File: config.mk
export PLATFORM = sky130hd
export DESIGN_NAME = if_fetch_stage
export DESIGN_NICKNAME = d
export VERILOG_FILES = /design/src/rtl/if_fetch_stage.sv
export SDC_FILE = /design/constraint.sdc
export NUM_CORES = 1
export LEC_CHECK = 0
export BUFFER_PORTS_ARGS = -buffer_cell sky130_fd_sc_hd__buf_2
export CAP_MARGIN = 20
export CORE_MARGIN = 4
export CORE_UTILIZATION = 60
export DETAILED_ROUTE_END_ITERATION = 10
export PLACE_DENSITY = 0.94
export SLEW_MARGIN = 5
export SYNTH_ARGS = -nofsm -noshare
export SYNTH_HDL_FRONTEND = slang
export SYNTH_SLANG_ARGS = --single-unit
File: constraint.sdc
create_clock -name clk -period 9.4 [get_ports clk]
set_input_delay 0.47 -clock clk [delete_from_list [all_inputs] [get_ports clk]]
set_output_delay 0.47 -clock clk [all_outputs]
set_load 0.1 [all_outputs]
File: src/rtl/if_fetch_stage.sv
// rtl/if_fetch_stage.sv - instruction fetch, prefetch FIFO and IF/ID register
// DELAY_SLOT_EN keeps the oldest fetched instruction after a taken branch (MIPS delay slot).
module if_fetch_stage #(
   parameter logic [31:0] RESET_PC  = 32'h0000_3000,
   parameter int unsigned BUF_DEPTH = 2
) (
   input  logic        clk,
   input  logic        reset_n,
   output logic        imem_req,
   output logic [31:0] imem_addr,
   input  logic        imem_rvalid,
   input  logic [31:0] imem_rdata,
   input  logic        stall_in,
   input  logic        redirect_in,
   input  logic [31:0] redirect_pc,
   output logic [31:0] IR_Out,
   output logic [31:0] PC4_Out,
   output logic        id_valid
);
   localparam int unsigned PW = $clog2(BUF_DEPTH);
   localparam int unsigned CW = $clog2(BUF_DEPTH + 1);

   typedef enum logic [1:0] {S_IDLE, S_ISSUE, S_WAIT, S_DROP} state_t;

   state_t        state_q, state_d;
   logic [31:0]   pc_q, pc_d;
   logic [31:0]   req_addr_q, req_addr_d;
   logic [PW-1:0] rd_ptr_q, rd_ptr_d, wr_ptr_q, wr_ptr_d;
   logic [CW-1:0] count_q, count_d;
   logic [31:0]   ir_q, ir_d, pc4_q, pc4_d;
   logic          valid_q, valid_d;
   logic [31:0]   ir_mem_q  [BUF_DEPTH];
   logic [31:0]   pc4_mem_q [BUF_DEPTH];
   logic          fifo_empty, has_space, rsp_accept, push, pop;

   assign fifo_empty = (count_q == '0);
   assign has_space  = (count_q < CW'(BUF_DEPTH));
   // Only a response to the live request in S_WAIT carries a usable instruction.
   assign rsp_accept = (state_q == S_WAIT) && imem_rvalid;

   always_comb begin
      state_d    = state_q;
      pc_d       = pc_q;
      req_addr_d = req_addr_q;
      rd_ptr_d   = rd_ptr_q;
      wr_ptr_d   = wr_ptr_q;
      count_d    = count_q;
      ir_d       = ir_q;
      pc4_d      = pc4_q;
      valid_d    = valid_q;
      imem_req   = 1'b0;
      imem_addr  = '0;
      push       = 1'b0;
      pop        = 1'b0;

      case (state_q)
         S_IDLE:  state_d = S_ISSUE;
         S_ISSUE: begin
            if (!redirect_in && has_space) begin
               imem_req   = 1'b1;
               imem_addr  = pc_q;
               req_addr_d = pc_q;
               pc_d       = pc_q + 32'd4;
               state_d    = S_WAIT;
            end
         end
         S_WAIT:  if (imem_rvalid) state_d = S_ISSUE;
         S_DROP:  if (imem_rvalid) state_d = S_ISSUE;
         default: state_d = S_IDLE;
      endcase

      if (!stall_in) begin
         if (!fifo_empty) begin
            pop     = 1'b1;
            ir_d    = ir_mem_q[rd_ptr_q];
            pc4_d   = pc4_mem_q[rd_ptr_q];
            valid_d = 1'b1;
         end else if (rsp_accept) begin
            ir_d    = imem_rdata;
            pc4_d   = req_addr_q + 32'd4;
            valid_d = 1'b1;
         end else begin
            ir_d    = '0;
            valid_d = 1'b0;
         end
      end
      push = rsp_accept && !(fifo_empty && !stall_in);

      if (push) wr_ptr_d = wr_ptr_q + PW'(1);
      if (pop)  rd_ptr_d = rd_ptr_q + PW'(1);
      case ({push, pop})
         2'b10:   count_d = count_q + CW'(1);
         2'b01:   count_d = count_q - CW'(1);
         default: count_d = count_q;
      endcase

      if (redirect_in) begin
         pc_d = redirect_pc & 32'hFFFF_FFFC;
`ifdef DELAY_SLOT_EN
         // Head is the delay slot: keep it, everything younger (queue tail, response, in-flight) goes.
         if (!fifo_empty) begin
            push     = 1'b0;
            wr_ptr_d = rd_ptr_q + PW'(1);
            rd_ptr_d = pop ? rd_ptr_q + PW'(1) : rd_ptr_q;
            count_d  = pop ? '0 : CW'(1);
            if ((state_q == S_WAIT) && !imem_rvalid) state_d = S_DROP;
         end
`else
         push     = 1'b0;
         rd_ptr_d = '0;
         wr_ptr_d = '0;
         count_d  = '0;
         if (!stall_in) begin
            ir_d    = '0;
            pc4_d   = pc4_q;
            valid_d = 1'b0;
         end
         if ((state_q == S_WAIT) && !imem_rvalid) state_d = S_DROP;
`endif
      end
   end

   always_ff @(posedge clk) begin
      if (!reset_n) begin
         state_q    <= S_IDLE;
         pc_q       <= RESET_PC;
         req_addr_q <= '0;
         rd_ptr_q   <= '0;
         wr_ptr_q   <= '0;
         count_q    <= '0;
         ir_q       <= '0;
         pc4_q      <= '0;
         valid_q    <= 1'b0;
      end else begin
         state_q    <= state_d;
         pc_q       <= pc_d;
         req_addr_q <= req_addr_d;
         rd_ptr_q   <= rd_ptr_d;
         wr_ptr_q   <= wr_ptr_d;
         count_q    <= count_d;
         ir_q       <= ir_d;
         pc4_q      <= pc4_d;
         valid_q    <= valid_d;
      end
   end

   always_ff @(posedge clk) begin
      if (push) begin
         ir_mem_q[wr_ptr_q]  <= imem_rdata;
         pc4_mem_q[wr_ptr_q] <= req_addr_q + 32'd4;
      end
   end

   assign IR_Out   = ir_q;
   assign PC4_Out  = pc4_q;
   assign id_valid = valid_q;
endmodule
### Word-level counts from Yosys, hierarchy flattened

Memory sizes are Yosys's and may differ from the RTL's. A register that Yosys moved wholly into a read port is not among the register bits.
Index checks and enable logic that the tools add are counted.
Widths: inputs -> output; s select.

| word-level totals | value |
|---|---|
| word-level logic and storage cells | 81 |
| RAM bits | 128 |
| memories kept | 2 |
| bits in registers | 135 |

| operators by class | value |
|---|---|
| add/subtract/negate cells | 6 |
| reductions and logical operators | 18 |
| equal/unequal tests | 6 |
| bitwise logic cells | 1 |
| magnitude comparators | 1 |
| multiplexer cells | 37 |

Memory list:

| memory | words | bits a word | rd ports | clocked after Yosys merged registers in | wr ports | line | text |
|---|---|---|---|---|---|---|---|
| ir_mem_q | 2 | 32 | 1 | 1 | 1 | 32 | `logic [31:0] ir_mem_q [BUF_DEPTH];` |
| pc4_mem_q | 2 | 32 | 1 | 1 | 1 | 33 | `logic [31:0] pc4_mem_q [BUF_DEPTH];` |

Operators with widths:

| kind | number |
|---|---|
| $mux 32 | 15 |
| $add 32x3->32 const B | 2 |
| $mux 1 | 16 |
| $mux 2 | 4 |
| $eq 2x2->1 const B | 3 |
| $pmux 2 s3 | 1 |
| $reduce_bool 2->1 | 3 |
| $logic_and 1x1->1 | 5 |
| $eq 2x1->1 const B | 2 |
| $logic_not 1->1 | 4 |
| $logic_not 2->1 | 2 |
| $pmux 2 s2 | 1 |
| $reduce_and 2->1 | 2 |
| $reduce_or 2->1 | 2 |
| $add 1x1->1 const B | 2 |
| $add 2x1->2 const B | 1 |
| $lt 2x2->1 const B | 1 |
| $ne 2x2->1 const B | 1 |
| $sub 2x1->2 const B | 1 |
| $not 1->1 | 1 |

### Logic depth before layout (Yosys ltp)

| logic depth | value |
|---|---|
| word-level depth | 7 |
| mapped depth | 7 |

### Worst setup path before layout

OpenSTA, ideal clock, no wires.

| path | value |
|---|---|
| path type | input-to-reg |
| from | in imem_rvalid |
| to | mem ir_mem_q[1][0] (enable) |
| setup slack | 3258 ps |
| path buffers | 1 |
| data required time | 8829 ps |
| arrival time | 5570 ps |
| cell stages on the path | 4 |
| library setup time | 571 ps |
| cells stage by stage | and3b_1 -> clkbuf_1 -> o21ai_0 -> nor3b_1 |

| between the ends | value |
|---|---|
| word-level cells in the longest chain between the ends | 5 |

RTL lines:

| what | line | text |
|---|---|---|
| start, declared | 11 | `input logic imem_rvalid,` |
| $logic_and 1x1->1 | 39 | `assign rsp_accept = (state_q == S_WAIT) && imem_rvalid;` |
| $logic_and 1x1->1 | 87 | `push = rsp_accept && !(fifo_empty && !stall_in);` |
| $mux 1 | 97 | `if (redirect_in) begin` |
| $mux 1 | 148 | `if (push) begin` |
| $mux 1 (implied by the code) | 149 | `ir_mem_q[wr_ptr_q] <= imem_rdata;` |
| end, declared | 32 |  |

No other way between the ends.

### Worst setup path after layout

| path | value |
|---|---|
| from | in redirect_in |
| to | out imem_addr[20] |

| between the ends | value |
|---|---|
| word-level cells in the longest chain between the ends | 4 |

RTL lines:

| what | line | text |
|---|---|---|
| start, declared | 14 | `input logic redirect_in,` |
| $logic_not 1->1 | 59 | `if (!redirect_in && has_space) begin` |
| $logic_and 1x1->1 | 59 |  |
| $mux 32 | 59 |  |
| $mux 32 | 56 | `case (state_q)` |
| end, declared | 10 | `output logic [31:0] imem_addr,` |

No other way between the ends.

==> summary.md <==
| Metric | Value |
|---|---|
| Power Internal | `1.83 mW` |
| Ant diodes | `0` |
| Cts hold-fix bufs | `0` |
| Quantity of I/O buffers inserted on ports | `160` |
| WL/cell | `19.5 um` |
| Maximum clock frequency | `0.251 GHz` |
| RSZ-0062 raised after global routing | `no` |
| Sw frac | `0.232` |
| Clock Path Buffers | `3` |
| Peak supply drop | `0.193 mV` |
| Area delta synth->final | `16.3%` |
| Startpoint Class | `input port` |
| Ys flop type | `dfxtp_1` |
| Top layer in use | `met4` |
| Crit Path Class | `input port to output pin` |
| Routed vias | `8,829` |
| Vias/cell | `6.33` |
| Clk Tree Root Cell | `clkbuf_16` |
| Status | `complete, no violations` |
| TNS Setup | `0 ps` |
| Sw Pwr | `550 uW` |
| Hold Fails Final Rpt | `0` |
| Proportion of layout cells with a drive suffix above 1 | `0.244` |
| Cell count after synthesis | `1,017` |
| Crit share post-route | `0.424` |
| Fin area | `12,700 um2` |
| Cell taking the most area after synthesis | `edfxtp_1` |
| DP Area | `11,900 um2` |
| HP Class | `input port to register` |
| Async set-reset flop share out of synthesis | `0` |
| Synth top area cells | `edfxtp_1 (34%), dfxtp_1 (24%), mux2_2 (4.6%)` |
| WL final | `27,200 um` |
| Placed insts | `1,346` |
| R2r setup slk | `6470 ps` |
| Initial antenna violation count | `0` |
| Post-synth EDFFs | `124` |
| WL met2 | `13,300 um` |
| H-Tree Depth | `1` |
| Sequential-to-total area share from yosys stat | `0.578` |
| Gr ovfl total | `0` |
| Post-Synthesis Mean Instance Area | `10.8 um2` |
| Clock power frac | `0.435` |
| Pins over their slew limit | `0` |
| Hold Slack | `155 ps` |
| Slew HR | `0.340` |
| Remaining DRCs | `0` |
| Critical path endpoint category | `output pin` |
| Tightest Pin Transition | `983 ps` |
| Clock Latency Late Sink | `520 ps` |
| Arrival time worst endpoint | `3520 ps` |
| # rows | `49` |
| PwrDens | `187 nW/um2` |
| Reg power frac | `0.503` |
| IO Pins | `167` |
| Initial DRC Count | `1,076` |
| First-pass detailed-route iteration total | `11` |
| Fin crit period | `3990 ps` |
| Starting density of the core | `0.610` |
| Endpoints failing setup | `0` |
| Leak | `4.88 nW` |
| Vias in the first global route | `8,632` |
| CTS buffer count | `27` |
| Max Cap Viol | `0` |
| Synth Warn # | `0` |
| CTS tree | `built` |
| First-pass GRT wire length | `42,600 um` |
| Commonest non-fill, non-tap cell in the layout | `buf_2` |
| DRT antenna net count | `0` |
| Post-synth top area share | `0.340` |
| WL met1 | `10,500 um` |
| Req. time, crit path | `8930 ps` |
| Largest net degree at the start of global routing | `57` |
| Die Height | `143 um` |
| Distinct cells, synth | `62` |
| Core area | `18,000 um2` |
| GPL Wtd Cong | `0.898` |
| Seq cells post-synth | `254` |
| CP max FO | `52` |
| Worst-path clk slew | `60 ps` |
| Comb pwr share | `0.063` |
| Setup bufs post-CTS | `0` |
| All-Layer GR Usage | `0.256` |
| Die area | `20,500 um2` |
| Chip Width | `143 um` |
| Post-cts sizing count | `0` |
| Commonest cells after routing, fill and taps aside | `buf_2 (160), dfxtp_1 (129), nand2_1 (126)` |
| Finished Layout Cells | `1,395` |
| DP HPWL | `17,600 um` |
| Worst Skew | `13.6 ps` |
| Synthesized area | `10,900 um2` |
| Layout Nets | `1,218` |
| CTS sink count | `254` |
| Routed wl met3 | `2700 um` |
worst paths after layout:
path,startpoint,end,cells after the start
hold / removal,imem_rdata[20],ir_mem_q[0][20],1
hold reg to reg,PC4_Out[6],PC4_Out[6],2
setup reg to reg,count_q[1],pc_q[15],7
setup / recovery,redirect_in,imem_addr[20],8
metal layers:
metal,up-vias,global-route usage
li1,4063,-
met1,4162,0.328
met2,534,0.449
met3,70,0.0362
met4,0,0.0815
met5,-,0
kinds of logic after synthesis:
kind of cell | count (synthesis) | share of synthesized area
and+or+nand+nor | 349 | 0.159
DFF | 254 | 0.578
AOI/OAI and AO/OA | 205 | 0.136
buffers and inverters | 122 | 0.0454
muxes | 59 | 0.0591
xor gates and xnor gates | 24 | 0.0192
adders and majority gates | 3 | 0.00343
other | 1 | 0.000342
worst max-delay path, stage by stage:
cell and delay (ps):
buf_2 460, clkinv_1 140, buf_4 320, nand2_1 110
buf_4 280, clkinv_1 830, and2_1 550, buf_2 310
stage by stage:
stage / utilization / power [mW] / worst slack [ps]
after global routing: 0.709 / 2.44 / 5190
after CTS: 0.709 / 2.39 / 5510
after floorplan: - / 1.32 / 3260
after detailed placement: 0.660 / 1.36 / 5510
after global placement: 0.660 / 1.36 / 5570
final: 0.709 / 2.38 / 5410
state kept, by name, indices dropped and copies added (netlist names), named ones only:
register and cells:
id_valid 1, IR_Out 32, ir_mem_q 64, req_addr_q 30, pc4_mem_q 60, count_q 2, state_q 2, PC4_Out 30
pc_q 30, wr_ptr_q 1, rd_ptr_q 1
power groups by stage:
stage / Clock, mW / Sequential (mW) / Combinational [mW]
global route: 1.09 / 1.20 / 0.160
CTS: 1.04 / 1.19 / 0.148
detailed placement: 0 / 1.22 / 0.147
floorplan: 0 / 1.22 / 0.0982
finish: 1.03 / 1.19 / 0.149
global placement: 0 / 1.22 / 0.143
area by class of cell:
type / instances / area, um2
Sequential cell: 254 / 6330
Clock buffer: 39 / 792
Timing Repair Buffer: 173 / 898
Clock inverter: 10 / 82.6
Inverter: 46 / 173
Fill cell: 1226 / 5230
Tap cell: 229 / 287
Multi-Input combinational cell: 644 / 4170
cell usage after synthesis (9+ instances only):
master,n
a211oi_1,12
nand2_1,126
nor4_1,19
clkbuf_1,56
o31ai_1,18
a222oi_1,32
o211ai_1,11
inv_1,44
a31oi_1,21
nor3_1,13
nor2_1,62
edfxtp_1,124
a21oi_1,41
o21ai_0,22
or4_1,9
xnor2_1,17
or2_2,9
mux2i_1,14
nand4_1,20
nand3_1,35
o221ai_1,16
dfxtp_1,130
mux2_2,45
Note: power is estimated with default switching activity, not from simulation.
